<file path="config.mk">
export PLATFORM = sky130hd
export DESIGN_NAME = execute_stage
export DESIGN_NICKNAME = d
export VERILOG_FILES = /design/src/rtl/execute_stage.sv
export SDC_FILE = /design/constraint.sdc
export NUM_CORES = 1
export LEC_CHECK = 0
export ABC_AREA = 1
export BUFFER_PORTS_ARGS = -buffer_cell sky130_fd_sc_hd__buf_4
export CORE_MARGIN = 1
export CORE_UTILIZATION = 58
export DETAILED_ROUTE_END_ITERATION = 10
export GPL_ROUTABILITY_DRIVEN = 1
export PLACE_DENSITY_LB_ADDON = 0.05
export SLEW_MARGIN = 5
export SYNTH_ARGS = -nofsm -noshare
export SYNTH_HDL_FRONTEND = slang
export SYNTH_SLANG_ARGS = --single-unit
</file>
<file path="constraint.sdc">
create_clock -name clk -period 3.95 [get_ports clk]
set_input_delay 0.1975 -clock clk [delete_from_list [all_inputs] [get_ports clk]]
set_output_delay 0.1975 -clock clk [all_outputs]
set_load 0.02 [all_outputs]
</file>
<file path="src/rtl/execute_stage.sv">
// execute_stage: Execute stage of the 19-bit pipe, feeding Memory.
// Operand forwarding, ALU (iterative multiply), Execute/Memory register.
// Ports: clk, reset (sync, active high); E-side control, operands,
//   forwarding selects, ResultW, FlushE in; registered M-side control,
//   RdM, WriteDataM, ALUResultM and combinational StallE out.
// Option: EXEC_MUL_EN compiles in the shift-add multiply FSM; when
//   undefined, op 110 is single-cycle with result 0 and StallE is 0.
module execute_stage (
  input  logic        clk,
  input  logic        reset,
  input  logic        RegWriteE,
  input  logic        MemWriteE,
  input  logic        ResultSrcE,
  input  logic        Cant_ByteE,
  input  logic [2:0]  ALUControlE,
  input  logic        ALUSrcE,
  input  logic [18:0] RD1E,
  input  logic [18:0] RD2E,
  input  logic [18:0] ImmExtE,
  input  logic [4:0]  RdE,
  input  logic [1:0]  ForwardAE,
  input  logic [1:0]  ForwardBE,
  input  logic [18:0] ResultW,
  input  logic        FlushE,
  output logic        RegWriteM,
  output logic        MemWriteM,
  output logic        ResultSrcM,
  output logic        Cant_ByteM,
  output logic [4:0]  RdM,
  output logic [18:0] WriteDataM,
  output logic [18:0] ALUResultM,
  output logic        StallE
);

  typedef enum logic [1:0] {
    LD_INSTR,
    LD_BUBBLE,
    LD_MUL
  } ld_e;

  logic [18:0] src_a;
  logic [18:0] fwd_b;
  logic [18:0] src_b;
  logic [18:0] alu_y;
  logic [4:0]  shamt;
  logic        big_sh;
  ld_e         ld_sel;

  always_comb begin
    unique case (ForwardAE)
      2'b01:   src_a = ResultW;
      2'b10:   src_a = ALUResultM;
      default: src_a = RD1E;
    endcase
    unique case (ForwardBE)
      2'b01:   fwd_b = ResultW;
      2'b10:   fwd_b = ALUResultM;
      default: fwd_b = RD2E;
    endcase
    src_b = ALUSrcE ? ImmExtE : fwd_b;
  end

  assign shamt  = src_b[4:0];
  assign big_sh = (shamt >= 5'd19);

  // op 110 yields 0 here; the multiply result comes from the FSM
  always_comb begin
    alu_y = '0;
    unique case (ALUControlE)
      3'b000: alu_y = src_a + src_b;
      3'b001: alu_y = src_a - src_b;
      3'b010: alu_y = src_a & src_b;
      3'b011: alu_y = src_a | src_b;
      3'b100: alu_y = big_sh ? '0 : (src_a << shamt);
      3'b101: alu_y = big_sh ? '0 : (src_a >> shamt);
      3'b111: alu_y = {18'd0, $signed(src_a) < $signed(src_b)};
      default: alu_y = '0;
    endcase
  end

`ifdef EXEC_MUL_EN
  typedef enum logic [1:0] {
    S_IDLE,
    S_MUL,
    S_DONE
  } state_t;

  state_t      state;
  state_t      state_n;
  logic        start;
  logic [18:0] mc_a;
  logic [18:0] mc_b;
  logic [18:0] acc;
  logic [4:0]  cnt;
  logic        lt_rw;
  logic        lt_mw;
  logic        lt_rs;
  logic        lt_cb;
  logic [4:0]  lt_rd;
  logic [18:0] lt_wd;

  always_ff @(posedge clk) begin
    if (reset) state <= S_IDLE;
    else       state <= state_n;
  end

  // flush beats a mul issue; flush is ignored once the mul is running
  always_comb begin
    state_n = state;
    StallE  = 1'b0;
    ld_sel  = LD_INSTR;
    start   = 1'b0;
    unique case (state)
      S_IDLE: begin
        if (FlushE) begin
          ld_sel = LD_BUBBLE;
        end else if (ALUControlE == 3'b110) begin
          ld_sel  = LD_BUBBLE;
          StallE  = 1'b1;
          start   = 1'b1;
          state_n = S_MUL;
        end
      end
      S_MUL: begin
        ld_sel = LD_BUBBLE;
        StallE = 1'b1;
        if (cnt == 5'd18) state_n = S_DONE;
      end
      S_DONE: begin
        ld_sel  = LD_MUL;
        state_n = S_IDLE;
      end
      default: state_n = S_IDLE;
    endcase
  end

  // one shift-add step per cycle over all 19 multiplier bits
  always_ff @(posedge clk) begin
    if (reset) begin
      mc_a  <= '0;
      mc_b  <= '0;
      acc   <= '0;
      cnt   <= '0;
      lt_rw <= 1'b0;
      lt_mw <= 1'b0;
      lt_rs <= 1'b0;
      lt_cb <= 1'b0;
      lt_rd <= '0;
      lt_wd <= '0;
    end else if (start) begin
      mc_a  <= src_a;
      mc_b  <= src_b;
      acc   <= '0;
      cnt   <= '0;
      lt_rw <= RegWriteE;
      lt_mw <= MemWriteE;
      lt_rs <= ResultSrcE;
      lt_cb <= Cant_ByteE;
      lt_rd <= RdE;
      lt_wd <= fwd_b;
    end else if (state == S_MUL) begin
      if (mc_b[0]) acc <= acc + mc_a;
      mc_a <= mc_a << 1;
      mc_b <= mc_b >> 1;
      cnt  <= cnt + 5'd1;
    end
  end
`else
  assign StallE = 1'b0;

  always_comb begin
    ld_sel = FlushE ? LD_BUBBLE : LD_INSTR;
  end
`endif

  // bubbles clear control but keep the data fields unchanged
  always_ff @(posedge clk) begin
    if (reset) begin
      RegWriteM  <= 1'b0;
      MemWriteM  <= 1'b0;
      ResultSrcM <= 1'b0;
      Cant_ByteM <= 1'b0;
      RdM        <= '0;
      WriteDataM <= '0;
      ALUResultM <= '0;
    end else begin
      unique case (ld_sel)
        LD_INSTR: begin
          RegWriteM  <= RegWriteE;
          MemWriteM  <= MemWriteE;
          ResultSrcM <= ResultSrcE;
          Cant_ByteM <= Cant_ByteE;
          RdM        <= RdE;
          WriteDataM <= fwd_b;
          ALUResultM <= alu_y;
        end
`ifdef EXEC_MUL_EN
        LD_MUL: begin
          RegWriteM  <= lt_rw;
          MemWriteM  <= lt_mw;
          ResultSrcM <= lt_rs;
          Cant_ByteM <= lt_cb;
          RdM        <= lt_rd;
          WriteDataM <= lt_wd;
          ALUResultM <= acc;
        end
`endif
        default: begin
          RegWriteM  <= 1'b0;
          MemWriteM  <= 1'b0;
          ResultSrcM <= 1'b0;
          Cant_ByteM <= 1'b0;
        end
      endcase
    end
  end

endmodule

</file>
==> results.ini <==
[sta]
fin_crit_ns=3.71
layout_setup_ws_ns=0.241
hold_viol_final=0
worst_slew_pin_slew_ns=0.779
slew_violations=0
max_freq_ghz=0.270
finalSetupTns_ns=0
setup_viol=0
fin_crit_sh_pct=93.9
rsz0062_at_grt=false
clock_skew_ns=0.00644
relSlewSlack_pct=47.7

[pwr]
powerDensity_nw_per_um2=341
power.total_uw=3040
leakage_uw=0.00444
ir_worst_vdd_uv=215

[cts]
clock_sinks=47
insertion_delay_ns=0.30
cts_tree=built
path_clk_slew_ns=0.07
root_buffer=clkbuf_16
cts.path.max_buffers=2
cts_buffers=5
cts_hold_buf=0
htree_num_levels=2

[finish]
nets=1590
multi_input_area_um2=5680
area_delta_synth_final_pct=19.4
drive_above_1_share_pct=18.2
final_common_cell=nand2_1
register_area_um2=941
fin_cells=1603
final_cell_mix=nand2_1, buf_4, nand3_1, o21ai_0
fin_util_pct=71.0
fillers=1122
antennaDiodeCount=0

[placement]
place_hpwl_mm=25.2
dp.cells=1595
dp_slack_ns=0.207
routabilityCongestion=1.13
port_buffers=142

[logic_synthesis]
synth_top_cell_by_area=nand2_1
synth_compound_area_share_pct=21.7
synth_fa_ha_area_share_pct=10.9
ys_ff_latch=47
synth_edf_count=0
synth-xor-area-share_pct=0.352
ys.flop_type=dfxtp_1
synthSimpleGateAreaFrac_pct=42.9
syn-num-nets=1457
netlist_instances=1297
netlist_area_um2=7470
synth_mux_area_share_pct=0
synth.distinct_cells=55
yosys-top-cells-area=nand2_1, dfxtp_1, nand3_1
ys_warn_count=0
synth_top_area_share_pct=17.0
ys_seq_area_share_pct=12.6
avgSynthCellArea_um2=5.76
synth_top_family_by_area=simple AND/OR/NAND/NOR gates
synthArstFlopShare_pct=0

[setup_path]
cp_max_fo=32
crit_type=input pin to register
worst_setup_path_start_kind=input pin
critPathRequiredTime_ns=4.14
end_kind=register
worstPathArrival_ns=3.90

[global_route]
grt_pass1_vias=9229
antenna_found_initial=0
overflow=0
grtUsageTotal_pct=47.9
grt_max_degree=50
grt_first_pass_wirelength_mm=49.0

[die]
dieHeight_um=116
die_area_um2=13300
design.core.area_um2=12600
die_width_um=116
rows=41
initial_utilization_pct=59.5
io_pins=144

[min_path]
hp-class=input pin to register

[job]
drv_cap=0

[detailed_routing]
wl_mm=32.3
wl_per_cell_um=20.2
drc=0
ant_nets=0
via_per_inst=6.41
initialDrtViolationCount=1761
first_pass_iters=9
vias=10300

[run_status]
status=complete, no violations

## power breakdown
group          internal (uW)  switching, uW  leakage, uW
combinational            632           1280      0.00396
clock                    368            211    0.0000959
sequential               512           35.4     0.000388
## flip-flops by register name, indices dropped and copies added, names as in the netlist
register    count
RegWriteM       1
RdM             5
MemWriteM       1
ResultSrcM      1
ALUResultM     19
WriteDataM     19
Cant_ByteM      1
## worst max-delay path, cell delays in order
cell and delay, ns:
buf_4 0.08, inv_1 0.03, ha_1 0.29, inv_2 0.11
buf_4 0.32, nand3_1 0.12, o21ai_1 0.43, inv_1 0.16
ha_1 0.54, nand2_1 0.18, o21ai_0 0.26, o21bai_1 0.22
nand2_1 0.18, nand2_1 0.10, nand2_1 0.05, nand3_1 0.07
nand3_1 0.14, nor2_1 0.18, nand2_1 0.08, nand2_1 0.08
a21oi_2 0.06
## cell usage after synthesis, types with 9 or more instances
cell type  count
buf_6          9
clkbuf_1      25
inv_1        105
nor4_1         9
nand3_2       11
buf_4         11
nand3_1      187
a21oi_1      106
buf_2         18
nand2_2        9
o21ai_0      106
ha_1          62
nand2_1      339
nor2_1       104
nand4_1       17
o21ai_1       21
a221o_1       14
dfxtp_1       47
## final timing paths
path                            slack, ns             end           from  cells past startpoint
worst max register to register       0.41  ALUResultM[16]  ALUResultM[0]                     21
worst max-delay path                 0.24  ALUResultM[16]   ForwardAE[0]                     21
worst min register to register       0.49          RdM[4]         RdM[4]                      2
worst min-delay path                 0.12       MemWriteM      MemWriteE                      3
## stage by stage
stage | instance area, um2 | hold WS, ns
after floorplan | 7470 | 0.310
after global placement | 8720 | 0.414
after detailed placement | 8720 | 0.419
after CTS | 8920 | 0.116
after global routing | 8920 | 0.117
final | 8920 | 0.120
## routing by layer
| metal | wire [um] | GRT usage (%) | vias up |
|---|---|---|---|
| met5 | 0 | 0 | - |
| met4 | 2740 | 31.4 | 0 |
| met3 | 4540 | 11.9 | 236 |
| met2 | 13700 | 73.5 | 857 |
| met1 | 11300 | 59.6 | 4558 |
| li1 | - | - | 4631 |
## cell type report
class / instances / share of cell area (%)
clock buffer: 5 / 1.40
clock inverter: 3 / 0.799
inverter: 118 / 5.05
multi-input combinational: 1066 / 63.6
sequential: 47 / 10.5
tap: 172 / 2.41
timing repair buffer: 192 / 16.2
## cell families (layout without fill, tap and decap cells)
logic type / after synthesis / in the layout
adder cells (fa/ha/maj): 64 / 64
flip-flops: 47 / 47
buffers and inverters: 184 / 318
AO/OA/AOI/OAI: 286 / 286
AND/OR/NAND/NOR: 712 / 712
XOR/XNOR: 3 / 3
other: 1 / 1
## timing repair
action                     in CTS  in global routing
setup endpoints to repair       0                  1
setup buffers                   0                  0
gates resized for setup         0                  1
(Power assumes the default switching activity.)
